File: src/rtl/rtc_bus_sched.sv
// Sequences refresh reads and commit writes to the RTC bus driver, one register per transaction.
// Optional macro RTC_XFER_CMD_EN adds a latch (read) / commit (write) command transaction per burst.
module rtc_bus_sched #(
    parameter int N_REGS = 9
) (
    input  logic       clk,
    input  logic       reset,
    input  logic       tick_lectura,
    input  logic       escribe_req,
    input  logic [7:0] wr_seg_C,
    input  logic [7:0] wr_min_C,
    input  logic [7:0] wr_hora_C,
    input  logic [7:0] wr_dia,
    input  logic [7:0] wr_mes,
    input  logic [7:0] wr_ano,
    input  logic [7:0] wr_seg_T,
    input  logic [7:0] wr_min_T,
    input  logic [7:0] wr_hora_T,
    input  logic       bus_done,
    input  logic [7:0] bus_rdata,
    output logic       bus_start,
    output logic       bus_rw,
    output logic [7:0] bus_addr,
    output logic [7:0] bus_wdata,
    output logic [7:0] rd_seg_C,
    output logic [7:0] rd_min_C,
    output logic [7:0] rd_hora_C,
    output logic [7:0] rd_dia,
    output logic [7:0] rd_mes,
    output logic [7:0] rd_ano,
    output logic [7:0] rd_seg_T,
    output logic [7:0] rd_min_T,
    output logic [7:0] rd_hora_T,
    output logic       rd_valid,
    output logic       wr_done,
    output logic       busy
);
    localparam logic [3:0] LAST = 4'(N_REGS - 1);

`ifdef RTC_XFER_CMD_EN
    typedef enum logic [2:0] {IDLE, CMD, ISSUE, WAIT, NEXT, DONE} state_t;
`else
    typedef enum logic [2:0] {IDLE, ISSUE, WAIT, NEXT, DONE} state_t;
`endif

    state_t     state, state_n;
    logic       pend_rd, pend_wr, is_wr;
    logic       leave_rd, leave_wr, op_wr;
    logic [3:0] idx, load_idx;
    logic [7:0] wr_in  [9];
    logic [7:0] snap   [9];
    logic [7:0] shadow [9];
    logic [7:0] rd_q   [9];
`ifdef RTC_XFER_CMD_EN
    logic       cmd_phase;
`endif

    function automatic logic [7:0] reg_addr(input logic [3:0] i);
        case (i)
            4'd0: reg_addr = 8'h21;
            4'd1: reg_addr = 8'h22;
            4'd2: reg_addr = 8'h23;
            4'd3: reg_addr = 8'h24;
            4'd4: reg_addr = 8'h25;
            4'd5: reg_addr = 8'h26;
            4'd6: reg_addr = 8'h41;
            4'd7: reg_addr = 8'h42;
            4'd8: reg_addr = 8'h43;
            default: reg_addr = 8'h00;
        endcase
    endfunction

    assign wr_in[0] = wr_seg_C;
    assign wr_in[1] = wr_min_C;
    assign wr_in[2] = wr_hora_C;
    assign wr_in[3] = wr_dia;
    assign wr_in[4] = wr_mes;
    assign wr_in[5] = wr_ano;
    assign wr_in[6] = wr_seg_T;
    assign wr_in[7] = wr_min_T;
    assign wr_in[8] = wr_hora_T;

    assign rd_seg_C  = rd_q[0];
    assign rd_min_C  = rd_q[1];
    assign rd_hora_C = rd_q[2];
    assign rd_dia    = rd_q[3];
    assign rd_mes    = rd_q[4];
    assign rd_ano    = rd_q[5];
    assign rd_seg_T  = rd_q[6];
    assign rd_min_T  = rd_q[7];
    assign rd_hora_T = rd_q[8];

    always_ff @(posedge clk or posedge reset) begin
        if (reset) state <= IDLE;
        else       state <= state_n;
    end

    always_comb begin
        state_n  = state;
        leave_rd = 1'b0;
        leave_wr = 1'b0;
        load_idx = idx;
        case (state)
            IDLE: begin
                load_idx = 4'd0;
                // Write wins so a commit is never delayed behind a refresh.
                if (pend_wr) begin
                    leave_wr = 1'b1;
                    state_n  = ISSUE;
                end else if (pend_rd) begin
                    leave_rd = 1'b1;
`ifdef RTC_XFER_CMD_EN
                    state_n  = CMD;
`else
                    state_n  = ISSUE;
`endif
                end
            end
`ifdef RTC_XFER_CMD_EN
            CMD:   state_n = WAIT;
`endif
            ISSUE: state_n = WAIT;
            WAIT:  if (bus_done) state_n = NEXT;
            NEXT: begin
`ifdef RTC_XFER_CMD_EN
                if (cmd_phase) begin
                    state_n = is_wr ? DONE : ISSUE;
                end else if (idx == LAST) begin
                    state_n = is_wr ? CMD : DONE;
                end else begin
                    state_n  = ISSUE;
                    load_idx = idx + 4'd1;
                end
`else
                if (idx == LAST) begin
                    state_n = DONE;
                end else begin
                    state_n  = ISSUE;
                    load_idx = idx + 4'd1;
                end
`endif
            end
            DONE:    state_n = IDLE;
            default: state_n = IDLE;
        endcase
    end

    // From IDLE the burst type is not registered yet, so take it from the arbiter.
    assign op_wr = (state == IDLE) ? leave_wr : is_wr;

    always_ff @(posedge clk or posedge reset) begin
        if (reset) begin
            pend_rd   <= 1'b0;
            pend_wr   <= 1'b0;
            is_wr     <= 1'b0;
            idx       <= 4'd0;
            bus_start <= 1'b0;
            bus_rw    <= 1'b0;
            bus_addr  <= 8'h00;
            bus_wdata <= 8'h00;
            rd_valid  <= 1'b0;
            wr_done   <= 1'b0;
            busy      <= 1'b0;
`ifdef RTC_XFER_CMD_EN
            cmd_phase <= 1'b0;
`endif
            for (int i = 0; i < 9; i++) begin
                snap[i]   <= 8'h00;
                shadow[i] <= 8'h00;
                rd_q[i]   <= 8'h00;
            end
        end else begin
            bus_start <= 1'b0;
            rd_valid  <= 1'b0;
            wr_done   <= 1'b0;
            busy      <= (state_n != IDLE);
            pend_rd   <= (pend_rd & ~leave_rd) | tick_lectura;
            pend_wr   <= (pend_wr & ~leave_wr) | escribe_req;

            if (leave_rd || leave_wr) begin
                is_wr <= leave_wr;
                idx   <= 4'd0;
            end
            if (leave_wr)
                for (int i = 0; i < 9; i++) snap[i] <= wr_in[i];

            if (state_n == ISSUE && state != ISSUE) begin
                idx       <= load_idx;
                bus_start <= 1'b1;
                bus_rw    <= ~op_wr;
                bus_addr  <= reg_addr(load_idx);
                if (!op_wr)             bus_wdata <= 8'h00;
                else if (state == IDLE) bus_wdata <= wr_in[load_idx];
                else                    bus_wdata <= snap[load_idx];
            end

`ifdef RTC_XFER_CMD_EN
            if (state == NEXT) cmd_phase <= 1'b0;
            if (state_n == CMD && state != CMD) begin
                bus_start <= 1'b1;
                bus_rw    <= 1'b0;
                bus_addr  <= (state == IDLE) ? 8'hF0 : 8'hF1;
                bus_wdata <= (state == IDLE) ? 8'hF0 : 8'hF1;
                cmd_phase <= 1'b1;
            end
            if (state == WAIT && bus_done && !is_wr && !cmd_phase)
                shadow[idx] <= bus_rdata;
`else
            if (state == WAIT && bus_done && !is_wr)
                shadow[idx] <= bus_rdata;
`endif

            // Whole set copied at once so rd_* never shows a mix of two bursts.
            if (state_n == DONE && state != DONE) begin
                if (is_wr) begin
                    wr_done <= 1'b1;
                end else begin
                    rd_valid <= 1'b1;
                    for (int i = 0; i < 9; i++) rd_q[i] <= shadow[i];
                end
            end
        end
    end
endmodule

File: config.mk
export PLATFORM = sky130hd
export DESIGN_NAME = rtc_bus_sched
export DESIGN_NICKNAME = d
export VERILOG_FILES = /design/src/rtl/rtc_bus_sched.sv
export SDC_FILE = /design/constraint.sdc
export NUM_CORES = 1
export LEC_CHECK = 0
export BUFFER_PORTS_ARGS = -buffer_cell sky130_fd_sc_hd__buf_2
export CAP_MARGIN = 10
export CORE_ASPECT_RATIO = 1.5
export CORE_UTILIZATION = 30
export CTS_CLUSTER_DIAMETER = 50
export CTS_CLUSTER_SIZE = 30
export DETAILED_ROUTE_END_ITERATION = 6
export PLACE_DENSITY = 0.48
export SETUP_SLACK_MARGIN = 0.02
export SLEW_MARGIN = 20
export SYNTH_ARGS = -nofsm -noshare
export SYNTH_HDL_FRONTEND = slang
export SYNTH_SLANG_ARGS = --single-unit
export TNS_END_PERCENT = 50
File: constraint.sdc
create_clock -name clk -period 22.6 [get_ports clk]
set_clock_uncertainty 0.2 [all_clocks]
set_input_delay 3.39 -clock clk [delete_from_list [all_inputs] [get_ports clk]]
set_output_delay 3.39 -clock clk [all_outputs]
set_load 0.01 [all_outputs]
==> reports/metrics.csv <==
stage;metric;value;unit
floorplan;number of top-level design ports;178;
timing;Total Negative Setup Slacks;0;ps
yosys;sequential cell area fraction in the yosys report;0.575;
placed_design;Detailed Place HPWL;20100;um
layout;count of nets after finishing;1070;
route;met2 wire len;15600;um
timing;final-report max-slew violation count;0;
timing;period utilisation layout;0.220;
yosys;Synth Register Bits;244;
yosys;Syn. warnings;0;
clocking;post-CTS clock slew at the launch and capture registers of the worst setup and hold paths;60;ps
route;routed length on met1;11400;um
worst_setup_path;kind of end point of the critical path;async pin;
placed_design;PortBufs;174;
global_route;total global routing overflow;0;
pwr;P per Cell Area;137;nW/um^2
route;final routed wirelength across all metal layers;29300;um
timing;number of failing setup endpoints in the final timing report;0;
worst_setup_path;critical path fanouts, max;97;
worst_hold_path;class of the tightest hold or removal check;register to register;
layout;final core occ;0.366;
layout;Diodes inserted;0;
layout;combined area of the multi-input logic cells;4270;sq um
layout;area of all sequential standard cells;6110;sq um
worst_setup_path;Worst path slowest cell;buf_4;
clocking;number of buffers between clock root and the deepest sink;3;
yosys;flip-flop cell with the highest count after synthesis;dfrtp_1;
route;routed length on met3;1550;um
timing;Slew Limit Headroom;0.297;
clocking;CTS-repair resized insts;0;
clocking;clock sink count;244;
floorplan;Row Count;84;
timing;Worst Setup Slack, final;17620;ps
placed_design;Placement Setup Slack;16350;ps
global_route;global-route total usage across every layer;0.164;
worst_setup_path;Worst path top cell family by delay;buffers and inverters;
layout;area growth from synthesis to layout;20.7;%
layout;share of final-layout standard cells stronger than drive strength 1;0.465;
timing;unrepaired setup endpoints after global routing;false;
floorplan;area enclosed by the die boundary;36200;sq um
route;DR WL/cell;19.9;um
timing;highest attainable clock frequency;201;MHz
clocking;number of buffers created by CTS;25;
global_route;vias in the first global route;7472;
run_status;status;finished clean;
floorplan;starting utilization of the core area;0.303;
route;top sig layer;met5;
clocking;Post-CTS Setup Bufs;0;
timing;measured slew at the worst slew-check pin;1050;ps
yosys;post-synth cell types;63;
timing;minimum clock period;4980;ps
pwr;leakage power;0.00619;uW
global_route;initial antenna violation count;2;
worst_setup_path;cells traversed along the worst timing path;buf_2, inv_8, buf_4, buf_4;
worst_setup_path;longest individual stage delay on the worst path;770;ps
worst_setup_path;Arr. time, crit path;5320;ps
yosys;Mapped Avg Cell Area;13.0;sq um
floorplan;placeable core area;35000;sq um
yosys;post-synth design cell area;10600;sq um
floorplan;die extent in y;232;um
yosys;EDFF count, synth;0;
global_route;global-route wire length before repair;44900;um
clocking;deepest level of the CTS H-tree;1;
pwr;total power;1760;uW
worst_setup_path;most used cell along the critical path;buf_4;
route;ANT nets after route;0;
pwr;maximum vdd drop;0.0839;mV
placed_design;final estimated routing congestion in global placement;0.782;
clocking;clock tree from TritonCTS;yes;
route;detailed-routing iteration count for the pre-antenna-repair pass;5;
floorplan;die boundary width;156;um
yosys;cell count after synthesis;816;
route;drt drc;0;
worst_setup_path;type of the worst setup path;input port to async pin;
clocking;source-to-sink clock delay at the later pin of the worst-skew pair;530;ps
layout;count of fill cells added during filler insertion;3482;
job;maximum capacitance violations;0;
worst_setup_path;number of buffer and inverter stages on the critical path;4;
worst_setup_path;Critical Path Start Type;input port;
clocking;cell at the root of the clock tree;clkbuf_16;
global_route;maximum number of pins on one net before global-route repair;98;
route;routed via count;7196;
yosys;fraction of registers with async set or reset after synthesis;1.00;
route;DR iter-0 viols;381;
timing;final hold violation count;0;
route;post-detailed-route via-to-cell ratio;4.89;
clocking;hold-fix buffer count after cts;0;
worst_setup_path;data required time of the worst path;22940;ps
-- cells by family (layout without fill, tap and decap cells) --
| kind of cell | Yosys count | in the layout | synth area share |
|---|---|---|---|
| flops | 244 | 244 | 0.575 |
| mux | 220 | 220 | 0.233 |
| simple gates | 155 | 155 | 0.0788 |
| compound gates | 127 | 127 | 0.0771 |
| buf+inv | 60 | 240 | 0.0257 |
| fa+ha+maj | 6 | 6 | 0.00707 |
| xor+xnor | 3 | 3 | 0.00248 |
| other cells | 1 | 3 | 0.000353 |
-- cells in the mapped netlist, drive strengths merged (4+ instances only) --
master / count / area, sq um
a211oi: 5 / 37.5
a21boi: 6 / 45.0
a21o: 4 / 30.0
a21oi: 20 / 100
a31oi: 5 / 31.3
a32oi: 6 / 52.6
buf: 29 / 156
clkbuf: 20 / 75.1
dfrtp: 244 / 6110
ha: 6 / 75.1
inv: 11 / 41.3
mux2: 217 / 2450
nand2: 45 / 201
nand3: 50 / 250
nand3b: 4 / 30.0
nor2: 18 / 80.1
nor3: 17 / 95.1
o211ai: 6 / 45.0
o21ai: 51 / 267
o31ai: 7 / 52.6
-- routing by layer --
metal | GRT usage | vias up
met5 | 0 | -
met4 | 0.0499 | 4
met3 | 0.0330 | 45
met2 | 0.301 | 189
met1 | 0.190 | 3670
li1 | - | 3288
-- power breakdown --
group / leakage [uW] / switching [uW] / internal, uW
clock network: 0.000401 / 194 / 226
registers: 0.00316 / 100 / 582
logic: 0.00262 / 370 / 287
-- cell type report --
cell class                      count  area share
Inverter                           11     0.00381
Clock buffer                       26      0.0499
Multi-Input combinational cell    514       0.333
Timing Repair Buffer              183      0.0748
Sequential cell                   244       0.477
Clock inverter                     20      0.0155
Tap cell                          473      0.0462
-- registers in the layout, summed over array words and instances (netlist names), 3 cells and up --
| register | count |
|---|---|
| shadow | 72 |
| rd_hora_T | 8 |
| bus_addr | 5 |
| snap | 72 |
| rd_seg_C | 8 |
| rd_seg_T | 8 |
| rd_min_C | 8 |
| rd_dia | 8 |
| rd_hora_C | 8 |
| rd_ano | 8 |
| rd_min_T | 8 |
| bus_wdata | 8 |
| idx | 4 |
| state | 3 |
| rd_mes | 8 |
-- worst min-delay path: stages, from the launching register on --
cell,delay [ps]
dfrtp_1,340
nand2_1,40
o21ai_0,50
-- placed cells by master, fill, tap and decap left out, types with 3 or more instances in the layout --
master / count
a211oi_1: 5
a21boi_0: 6
a21o_1: 4
a21oi_1: 20
a221oi_1: 3
a31oi_1: 5
a32oi_1: 6
buf_2: 174
buf_4: 8
clkbuf_16: 25
clkinv_2: 5
clkinvlp_4: 5
conb_1: 3
dfrtp_1: 244
ha_1: 6
inv_1: 8
inv_6: 4
inv_8: 3
mux2_1: 5
mux2_2: 211
mux2i_1: 3
nand2_1: 40
nand2_4: 4
nand3_1: 50
nand3b_1: 4
nor2_1: 14
nor2_2: 3
nor2b_1: 3
nor3_1: 13
nor3_2: 4
o211ai_1: 6
o21ai_0: 45
o21ai_1: 3
o21ai_2: 3
o31ai_1: 7
-- per-stage QoR --
step | cell area [sq um] | hold WS (ps) | instances
after global routing | 12800 | 295 | 1471
after detailed placement | 11900 | 269 | 1424
after floorplan | 10600 | 259 | 818
after CTS | 12800 | 284 | 1470
after global placement | 11900 | 263 | 1424
final | 12800 | 275 | 1471
-- final timing paths --
check | from | end | slack [ps] | depth (start not counted)
worst min register to register | bus_rw$_DFFE_PP0N_ | bus_rw$_DFFE_PP0N_ | 270 | 2
worst min-delay path | bus_rw$_DFFE_PP0N_ | bus_rw$_DFFE_PP0N_ | 270 | 2
worst max-delay path | reset | shadow[64]$_DFFE_PP0P_ | 17620 | 4
worst max register to register | idx[0]$_DFFE_PP0P_ | bus_addr[1]$_DFFE_PP0N_ | 18590 | 10
min in group asynchronous | reset | rd_min_T[1]$_DFFE_PP0P_ | 2730 | 2
max in group clk | bus_done | shadow[47]$_DFFE_PP0P_ | 17820 | 5
No activity file was read; power rests on OpenSTA's default activity.
